`config.mk`:
```
export PLATFORM = sky130hd
export DESIGN_NAME = gate_truth_sequencer
export DESIGN_NICKNAME = d
export VERILOG_FILES = /design/src/rtl/gate_seq_pkg.sv /design/src/rtl/gate_seq_timer.sv /design/src/rtl/gate_truth_sequencer.sv
export SDC_FILE = /design/constraint.sdc
export NUM_CORES = 1
export LEC_CHECK = 0
export ABC_CLOCK_PERIOD_IN_PS = 2400
export CAP_MARGIN = 0
export CORE_MARGIN = 1
export CORE_UTILIZATION = 50
export DETAILED_ROUTE_END_ITERATION = 10
export PLACE_DENSITY = 0.77
export SYNTH_ARGS = -nofsm -noshare
export SYNTH_HDL_FRONTEND = slang
export SYNTH_SLANG_ARGS = --single-unit
```
`constraint.sdc`:
```
create_clock -name clk -period 2.4 [get_ports clk]
set_clock_uncertainty 0.15 [all_clocks]
set_input_delay 0.36 -clock clk [delete_from_list [all_inputs] [get_ports clk]]
set_output_delay 0.36 -clock clk [all_outputs]
set_load 0.005 [all_outputs]
```
`src/rtl/gate_seq_pkg.sv`:
```
// Shared FSM encodings, truth-table constants and a compare helper for the
// gate truth-table sequencer.
package gate_seq_pkg;

    typedef enum logic [1:0] {
        IDLE = 2'd0,
        RUN  = 2'd1,
        DONE = 2'd2
    } state_t;

    localparam logic [3:0] TT_OR   = 4'b1110;
    localparam logic [3:0] TT_AND  = 4'b1000;
    localparam logic [3:0] TT_XOR  = 4'b0110;
    localparam logic [3:0] TT_NAND = 4'b0111;
    localparam logic [3:0] TT_NOR  = 4'b0001;

    // One when the observed gate output disagrees with the table entry at idx.
    function automatic logic is_mismatch(input logic [3:0] tt,
                                         input logic [1:0] idx,
                                         input logic       obs);
        is_mismatch = (obs != tt[idx]);
    endfunction

endpackage

```
`src/rtl/gate_seq_timer.sv`:
```
// Loadable settle down-counter; expire flags the last enabled cycle of a
// settle window so the caller can reload before the count reaches zero.
module gate_seq_timer
    import gate_seq_pkg::*;
#(
    parameter int unsigned WIDTH = 1
) (
    input  logic             clk,
    input  logic             rst,
    input  logic             load,
    input  logic             en,
    input  logic [WIDTH-1:0] load_val,
    output logic             expire
);

    localparam logic [WIDTH-1:0] CNT_ONE  = WIDTH'(1);
    localparam logic [WIDTH-1:0] CNT_ZERO = WIDTH'(0);

    logic [WIDTH-1:0] cnt_r;

    // Settle count register: load wins over decrement, saturates at zero.
    always_ff @(posedge clk or posedge rst) begin
        if (rst) begin
            cnt_r <= CNT_ZERO;
        end else if (load) begin
            cnt_r <= load_val;
        end else if (en && (cnt_r != CNT_ZERO)) begin
            cnt_r <= cnt_r - CNT_ONE;
        end else begin
            cnt_r <= cnt_r;
        end
    end

    assign expire = en && (cnt_r == CNT_ONE);

endmodule

```
`src/rtl/gate_truth_sequencer.sv`:
```
// Walks a 2-input gate through 00,01,10,11, samples it after SETTLE_CYCLES and
// scores it against EXPECTED. Define GATE_SEQ_STOP_ON_FAIL_EN to end on first mismatch.
module gate_truth_sequencer
    import gate_seq_pkg::*;
#(
    parameter int unsigned SETTLE_CYCLES = 1,
    parameter logic [3:0]  EXPECTED      = TT_OR
) (
    input  logic       clk,
    input  logic       rst,
    input  logic       start,
    output logic       gate_in0,
    output logic       gate_in1,
    input  logic       gate_out,
    output logic       busy,
    output logic       done,
    output logic       pass,
    output logic [2:0] mismatch_count,
    output logic [3:0] result_vec
);

    localparam int unsigned    CW        = $clog2(SETTLE_CYCLES + 1);
    localparam logic [CW-1:0]  SETTLE_LD = CW'(SETTLE_CYCLES);

    state_t     state_r, state_s;
    logic [1:0] idx_r, idx_s;
    logic [1:0] gate_in_r, gate_in_s;
    logic       busy_r, busy_s;
    logic       done_r, done_s;
    logic       pass_r, pass_s;
    logic [2:0] mc_r, mc_s;
    logic [3:0] rv_r, rv_s;
    logic       miss_s;
    logic       stop_s;
    logic       timer_load_s;
    logic       timer_en_s;
    logic       expire_s;

    assign timer_en_s = (state_r == RUN);

    gate_seq_timer #(.WIDTH(CW)) u_timer (
        .clk      (clk),
        .rst      (rst),
        .load     (timer_load_s),
        .en       (timer_en_s),
        .load_val (SETTLE_LD),
        .expire   (expire_s)
    );

    // Next-state and next-output logic; every output is registered below.
    always_comb begin
        state_s      = state_r;
        idx_s        = idx_r;
        gate_in_s    = gate_in_r;
        busy_s       = busy_r;
        done_s       = 1'b0;
        pass_s       = pass_r;
        mc_s         = mc_r;
        rv_s         = rv_r;
        timer_load_s = 1'b0;
        miss_s       = is_mismatch(EXPECTED, idx_r, gate_out);
`ifdef GATE_SEQ_STOP_ON_FAIL_EN
        stop_s       = (idx_r == 2'd3) || miss_s;
`else
        stop_s       = (idx_r == 2'd3);
`endif
        case (state_r)
            IDLE: begin
                if (start) begin
                    idx_s        = 2'd0;
                    rv_s         = 4'd0;
                    mc_s         = 3'd0;
                    pass_s       = 1'b0;
                    gate_in_s    = 2'b00;
                    busy_s       = 1'b1;
                    timer_load_s = 1'b1;
                    state_s      = RUN;
                end else begin
                    state_s      = IDLE;
                end
            end
            RUN: begin
                if (expire_s) begin
                    rv_s[idx_r] = gate_out;
                    mc_s        = mc_r + {2'b00, miss_s};
                    if (stop_s) begin
                        state_s   = DONE;
                        busy_s    = 1'b0;
                        done_s    = 1'b1;
                        pass_s    = (mc_s == 3'd0);
                        gate_in_s = 2'b00;
                    end else begin
                        idx_s        = idx_r + 2'd1;
                        gate_in_s    = idx_r + 2'd1;
                        timer_load_s = 1'b1;
                    end
                end else begin
                    state_s = RUN;
                end
            end
            DONE: begin
                state_s = IDLE;
            end
            default: begin
                state_s   = IDLE;
                busy_s    = 1'b0;
                gate_in_s = 2'b00;
            end
        endcase
    end

    // State and output registers.
    always_ff @(posedge clk or posedge rst) begin
        if (rst) begin
            state_r   <= IDLE;
            idx_r     <= 2'd0;
            gate_in_r <= 2'b00;
            busy_r    <= 1'b0;
            done_r    <= 1'b0;
            pass_r    <= 1'b0;
            mc_r      <= 3'd0;
            rv_r      <= 4'd0;
        end else begin
            state_r   <= state_s;
            idx_r     <= idx_s;
            gate_in_r <= gate_in_s;
            busy_r    <= busy_s;
            done_r    <= done_s;
            pass_r    <= pass_s;
            mc_r      <= mc_s;
            rv_r      <= rv_s;
        end
    end

    assign gate_in0       = gate_in_r[0];
    assign gate_in1       = gate_in_r[1];
    assign busy           = busy_r;
    assign done           = done_r;
    assign pass           = pass_r;
    assign mismatch_count = mc_r;
    assign result_vec     = rv_r;

endmodule
```
==> results of run 1 <==
==> report_power, final <==
part           internal [mW]  switching [mW]
sequential             0.287        0.000602
clock                 0.0647          0.0879
combinational        0.00952         0.00998
==> cells by family (layout without fill, tap and decap cells) <==
kind of cell	after synthesis	in the layout	share of synthesized area, %
AO/OA/AOI/OAI	13	13	9.20
XOR/XNOR	1	1	0.920
adder cells (fa/ha/maj)	7	7	9.20
buffers and inverters	9	23	5.78
flip-flops	17	17	44.7
multiplexers	5	5	6.18
AND/OR/NAND/NOR	31	31	24.0
==> final timing paths <==
kind	endpoint	slack (ns)	cells after the start
worst max-delay path	pass	0.20	9
worst min-delay path	result_vec[0]	0.30	2
worst max register to register	pass	0.20	9
worst min register to register	gate_in_r[0]	0.37	1
max in group asynchronous	idx_r[1]	1.38	2
min in group clk	gate_in_r[0]	0.37	1
==> state kept, by name (all words and copies together), names as in the netlist <==
name            flops
gate_in_r           2
result_vec          4
state_r             2
mismatch_count      3
pass                1
u_timer.cnt_r       1
busy                1
idx_r               2
done                1
==> final cells by class <==
cell class                      instances  share of cell area [%]
Clock buffer                            4                    2.35
Inverter                                4                    1.34
Multi-Input combinational cell         57                    42.1
Sequential cell                        17                    38.0
Tap cell                               25                    2.79
Timing Repair Buffer                   15                    13.4
==> layer usage <==
layer / vias up / part of all wire [%]
met2: 16 / 47
met4: 0 / 2.5
li1: 318 / -
met5: - / 0
met3: 5 / 3.3
met1: 312 / 47
==> critical path, delay by kind of cell, from the launching register on <==
family / cells / cell delay [ns]
flip-flops: 1 / 0.39
XOR/XNOR: 1 / 0.18
adder cells (fa/ha/maj): 4 / 0.91
buffers and inverters: 2 / 0.14
multiplexers: 1 / 0.26
AND/OR/NAND/NOR: 1 / 0.06
==> per-stage QoR <==
stage / util [%] / setup WS [ns] / cell area [sq um] / total power [mW]
5_1_grt: 63.5 / 0.0160 / 1120 / 0.482
3_3_place_gp: 62.0 / 0.143 / 1090 / 0.313
3_5_place_dp: 62.0 / 0.0725 / 1090 / 0.313
4_1_cts: 63.5 / 0.184 / 1120 / 0.467
2_1_floorplan: - / 0.376 / 952 / 0.303
6_report: 63.5 / 0.195 / 1120 / 0.460
==> synthesized netlist by cell type (2+ instances only) <==
master,instances
mux2i_1,3
nand4b_1,2
nand3b_1,2
nor3b_1,2
nor3b_2,3
nand2_1,11
buf_2,2
dfrtp_1,17
inv_1,4
buf_6,2
ha_1,7
o21ai_0,6
a22o_1,2
==> flow_metrics.tcl, run 1 <==
set metrics [dict create \
    outcome "finished clean" \
    yosysTopAreaCell "dfrtp_1" \
    synth_area_leaders "dfrtp_1 (45%), ha_1 (9.2%), nand2_1 (4.3%)" \
    via_per_inst 5.34 \
    hp-class "input pin to asynchronous set/reset pin" \
    dieArea_sq_um 2080 \
    grt_pass1_wl_microns 2950 \
    rows 15 \
    synth_area_sq_um 952 \
    hold_violations 0 \
    die_y_microns 45.6 \
    drc 0 \
    drt_first_pass_iters 4 \
    grt_overflow 0 \
    antenna_left 0 \
    cts.path.max_buffers 2 \
    ys_ff_latch 17 \
    async_reset_ff_share_pct 100 \
    maxCapViolCount 0 \
    cts_resized 0 \
    seqCellArea_sq_um 425 \
    grt.met3_usage_pct 4.76 \
    cts_setup_buffers 0 \
    antenna_found_initial 0 \
    grt_util_all_layers_pct 20.9 \
    final_max_slew_viol_count 0 \
    max_slew.worst_pin.slew_ns 0.650 \
    cpMostUsedCell "ha_1" \
    critPathLaunchType "register" \
    area_growth_pct 17.6 \
    syn_area_per_cell_sq_um 11.5 \
    dpl.cell_count 118 \
    cts_sinks 17 \
    clock.fmax_ghz 0.454 \
    synth_edf_count 0 \
    path_class "register to register" \
    grt_pass1_vias 652 \
    layout_commonest_cell "dfrtp_1" \
    die_w_microns 45.6 \
    slowest_stage "dfrtp_1" \
    fin_cells 122 \
    leakagePower_nw 0.505 \
    fin_setup_tns_ns 0 \
    p_per_area_nw_per_um2 411 \
    clk_latency_ns 0.29 \
    grt_busiest_layer "met2" \
    place.gp.congestion 0.820 \
    relSlewSlack_pct 56.6 \
    fin_crit_ns 2.20 \
    synth.distinct_cells 33 \
    cp_slowest_stage_delay_ns 0.39 \
    layout_common_cells "dfrtp_1 (17), clkdlybuf4s50_1 (15), nand2_1 (11)" \
    multi_input_area_sq_um 472 \
    nets 109 \
    clkTransAtPathRegs_ns 0.10 \
    hold_buffers 0 \
    syn_nets 94 \
    worstPathCellList "inv_1, ha_1, ha_1, inv_1, ha_1, ha_1, xor2_1, nor4_1, mux2_4" \
    antenna_cells 0 \
    htreeDepth 1 \
    core_sq_um 1760 \
    drt_iter0_markers 14 \
    met2_usage_pct 33.1 \
    worstReg2RegStart "idx_r[0]" \
    seq_area_frac_synth_pct 44.7 \
    num-fill-cells 167 \
    initial_core_util_pct 54.0 \
    root_buffer "clkbuf_4" \
    port_buffers 15 \
    cts_tree "done" \
    cts_made_buffers 3 \
    worstPathRequired_ns 2.44 \
    synthesis.instances 83 \
    vias 651 \
    grt_use_met1_pct 25.2 \
    wl_per_cell_microns 14.3 \
    drive_gt1_share_pct 14.4 \
    hold_ws_ns 0.295 \
    rsz0062_at_grt "no" \
    wl_microns 1750 \
    yosys_warnings 0 \
    grt_max_degree 21 \
    worst-path-max-fanout 5 \
    hpwl_microns 1280 \
    yosys_most_used_dff "dfrtp_1" \
    endpoint_kind "register" \
    synth_top_area_share_pct 44.7 \
    arrival_ns 2.25 \
    cp-startpoint "idx_r[0]" \
    ir_worst_vdd_mv 0.309 \
    io_pins 16 \
    setup_viol 0 \
    finalCritPeriodShare_pct 91.9 \
]
(Power assumes the default switching activity.)
==> run 2, diff against run 1 <==
- DONT_BUFFER_PORTS: unset -> 1
- PLACE_DENSITY: 0.77 -> 0.66
==> run 2 against run 1 <==
Net effect: sequential power barely moved; via count fell by 6.8%; maximum frequency fell by 1.5%; total power fell by 2.9%; global-route usage fell by 3.9 points; non-clock buffer count fell by 14; first-iteration DRC count fell by 50%; critical endpoint unchanged; routed wire length fell by 7.7%; core utilization fell by 7.9 points; worst hold slack got worse by 0.22 ns.
==> flow_metrics.tcl, run 2 (same netlist as run 1, synthesis figures left out) <==
set metrics [dict create \
    outcome "finished clean" \
    place.gp.congestion 0.703 \
    grt_pass1_wl_microns 2470 \
    die_y_microns 45.6 \
    layout_common_cells "dfrtp_1 (17), nand2_1 (11), ha_1 (7)" \
    fin_crit_ns 2.24 \
    slowest_stage "dfrtp_1" \
    core_sq_um 1760 \
    clkTransAtPathRegs_ns 0.09 \
    io_pins 16 \
    cts.path.max_buffers 2 \
    p_per_area_nw_per_um2 456 \
    hpwl_microns 1180 \
    drive_gt1_share_pct 16.9 \
    hold_violations 0 \
    cts_sinks 17 \
    path_class "register to register" \
    design_area_sq_um 980 \
    endpoint_kind "register" \
    antenna_found_initial 0 \
    area_growth_pct 2.89 \
    hp-class "input pin to register" \
    vias 607 \
    worstPathRequired_ns 2.47 \
    wl_per_cell_microns 14.9 \
    grt_use_met1_pct 23.8 \
    path_delay_family "adder cells" \
    root_buffer "clkbuf_4" \
    final_max_slew_viol_count 0 \
    grt.met3_usage_pct 3.97 \
    hold_buffers 1 \
    clk_latency_ns 0.28 \
    nets 95 \
    cts_made_buffers 3 \
    grt_util_all_layers_pct 17.1 \
    rows 15 \
    hold_ws_ns 0.0725 \
    antenna_left 0 \
    leakagePower_nw 0.455 \
    worst-path-max-fanout 5 \
    finalCritPeriodShare_pct 93.3 \
    die_w_microns 45.6 \
    cp_slowest_stage_delay_ns 0.41 \
    cts_tree "done" \
    layout_commonest_cell "dfrtp_1" \
    worst-path-buf-inv 2 \
    arrival_ns 2.31 \
    setup_viol 0 \
    dieArea_sq_um 2080 \
    cpMostUsedCell "ha_1" \
    max_slew.worst_pin.slew_ns 0.642 \
    htreeDepth 1 \
    ir_worst_vdd_mv 0.258 \
    cts_setup_buffers 0 \
    wl_microns 1610 \
    clock.fmax_ghz 0.447 \
    worstPathCellList "inv_1, ha_1, ha_1, inv_1, ha_1, ha_1, xor2_1, nor4_1, mux2_4" \
    grt_pass1_vias 558 \
    initial_core_util_pct 54.0 \
    drc 0 \
    placed_cell_area_sq_um 943 \
    grt_busiest_layer "met2" \
    maxCapViolCount 0 \
    grt_overflow 0 \
    rsz0062_at_grt "no" \
    antenna_cells 0 \
    grt_max_degree 21 \
    via_per_inst 5.62 \
    port_buffers 0 \
    drt_first_pass_iters 4 \
    met2_usage_pct 25.1 \
    fin_setup_tns_ns 0 \
    largest_reg_flops 4 \
    relSlewSlack_pct 57.2 \
    cts_resized 0 \
    drt_iter0_markers 7 \
    critPathLaunchType "register" \
]
==> run 2: path summary, 6_finish.rpt <==
path,endpoint,startpoint,depth (start not counted),slack [ns]
setup / recovery,pass,idx_r[0],9,0.16
hold / removal,result_vec[3],gate_out,1,0.07
setup reg to reg,pass,idx_r[0],9,0.16
hold reg to reg,gate_in_r[1],gate_in_r[1],1,0.39
max in group asynchronous,pass,rst,2,1.24
min in group asynchronous,idx_r[1],rst,2,0.44
==> run 2: routing by layer <==
metal / up-vias / part of all wire [%]
met1: 300 / 48
met3: 2 / 3.3
met2: 9 / 48
met4: 0 / 0.74
met5: - / 0
li1: 296 / -
==> run 2: final cells by class <==
type | count | area, sq um
multi-input combinational | 57 | 472
fill | 163 | 785
clock buffer | 4 | 26.3
tap | 25 | 31.3
timing repair buffer | 1 | 10.0
inverter | 4 | 15.0
sequential | 17 | 425
==> run 2: power by group <==
part           leakage, nW  internal, mW  switching (mW)
Clock               0.0150        0.0644          0.0818
Sequential           0.216         0.287        0.000619
Combinational        0.225       0.00497         0.00774
Total                0.455         0.356          0.0901
==> run 2: metrics by stage <==
step	std cells	utilization, %	total power, mW	setup slack (ns)
finish	108	55.5	0.447	0.162
global route	108	55.5	0.468	0.0202
CTS	108	55.5	0.454	0.151
detailed placement	103	53.5	0.305	0.179
global placement	103	53.5	0.305	0.211
floorplan	83	-	0.303	0.376
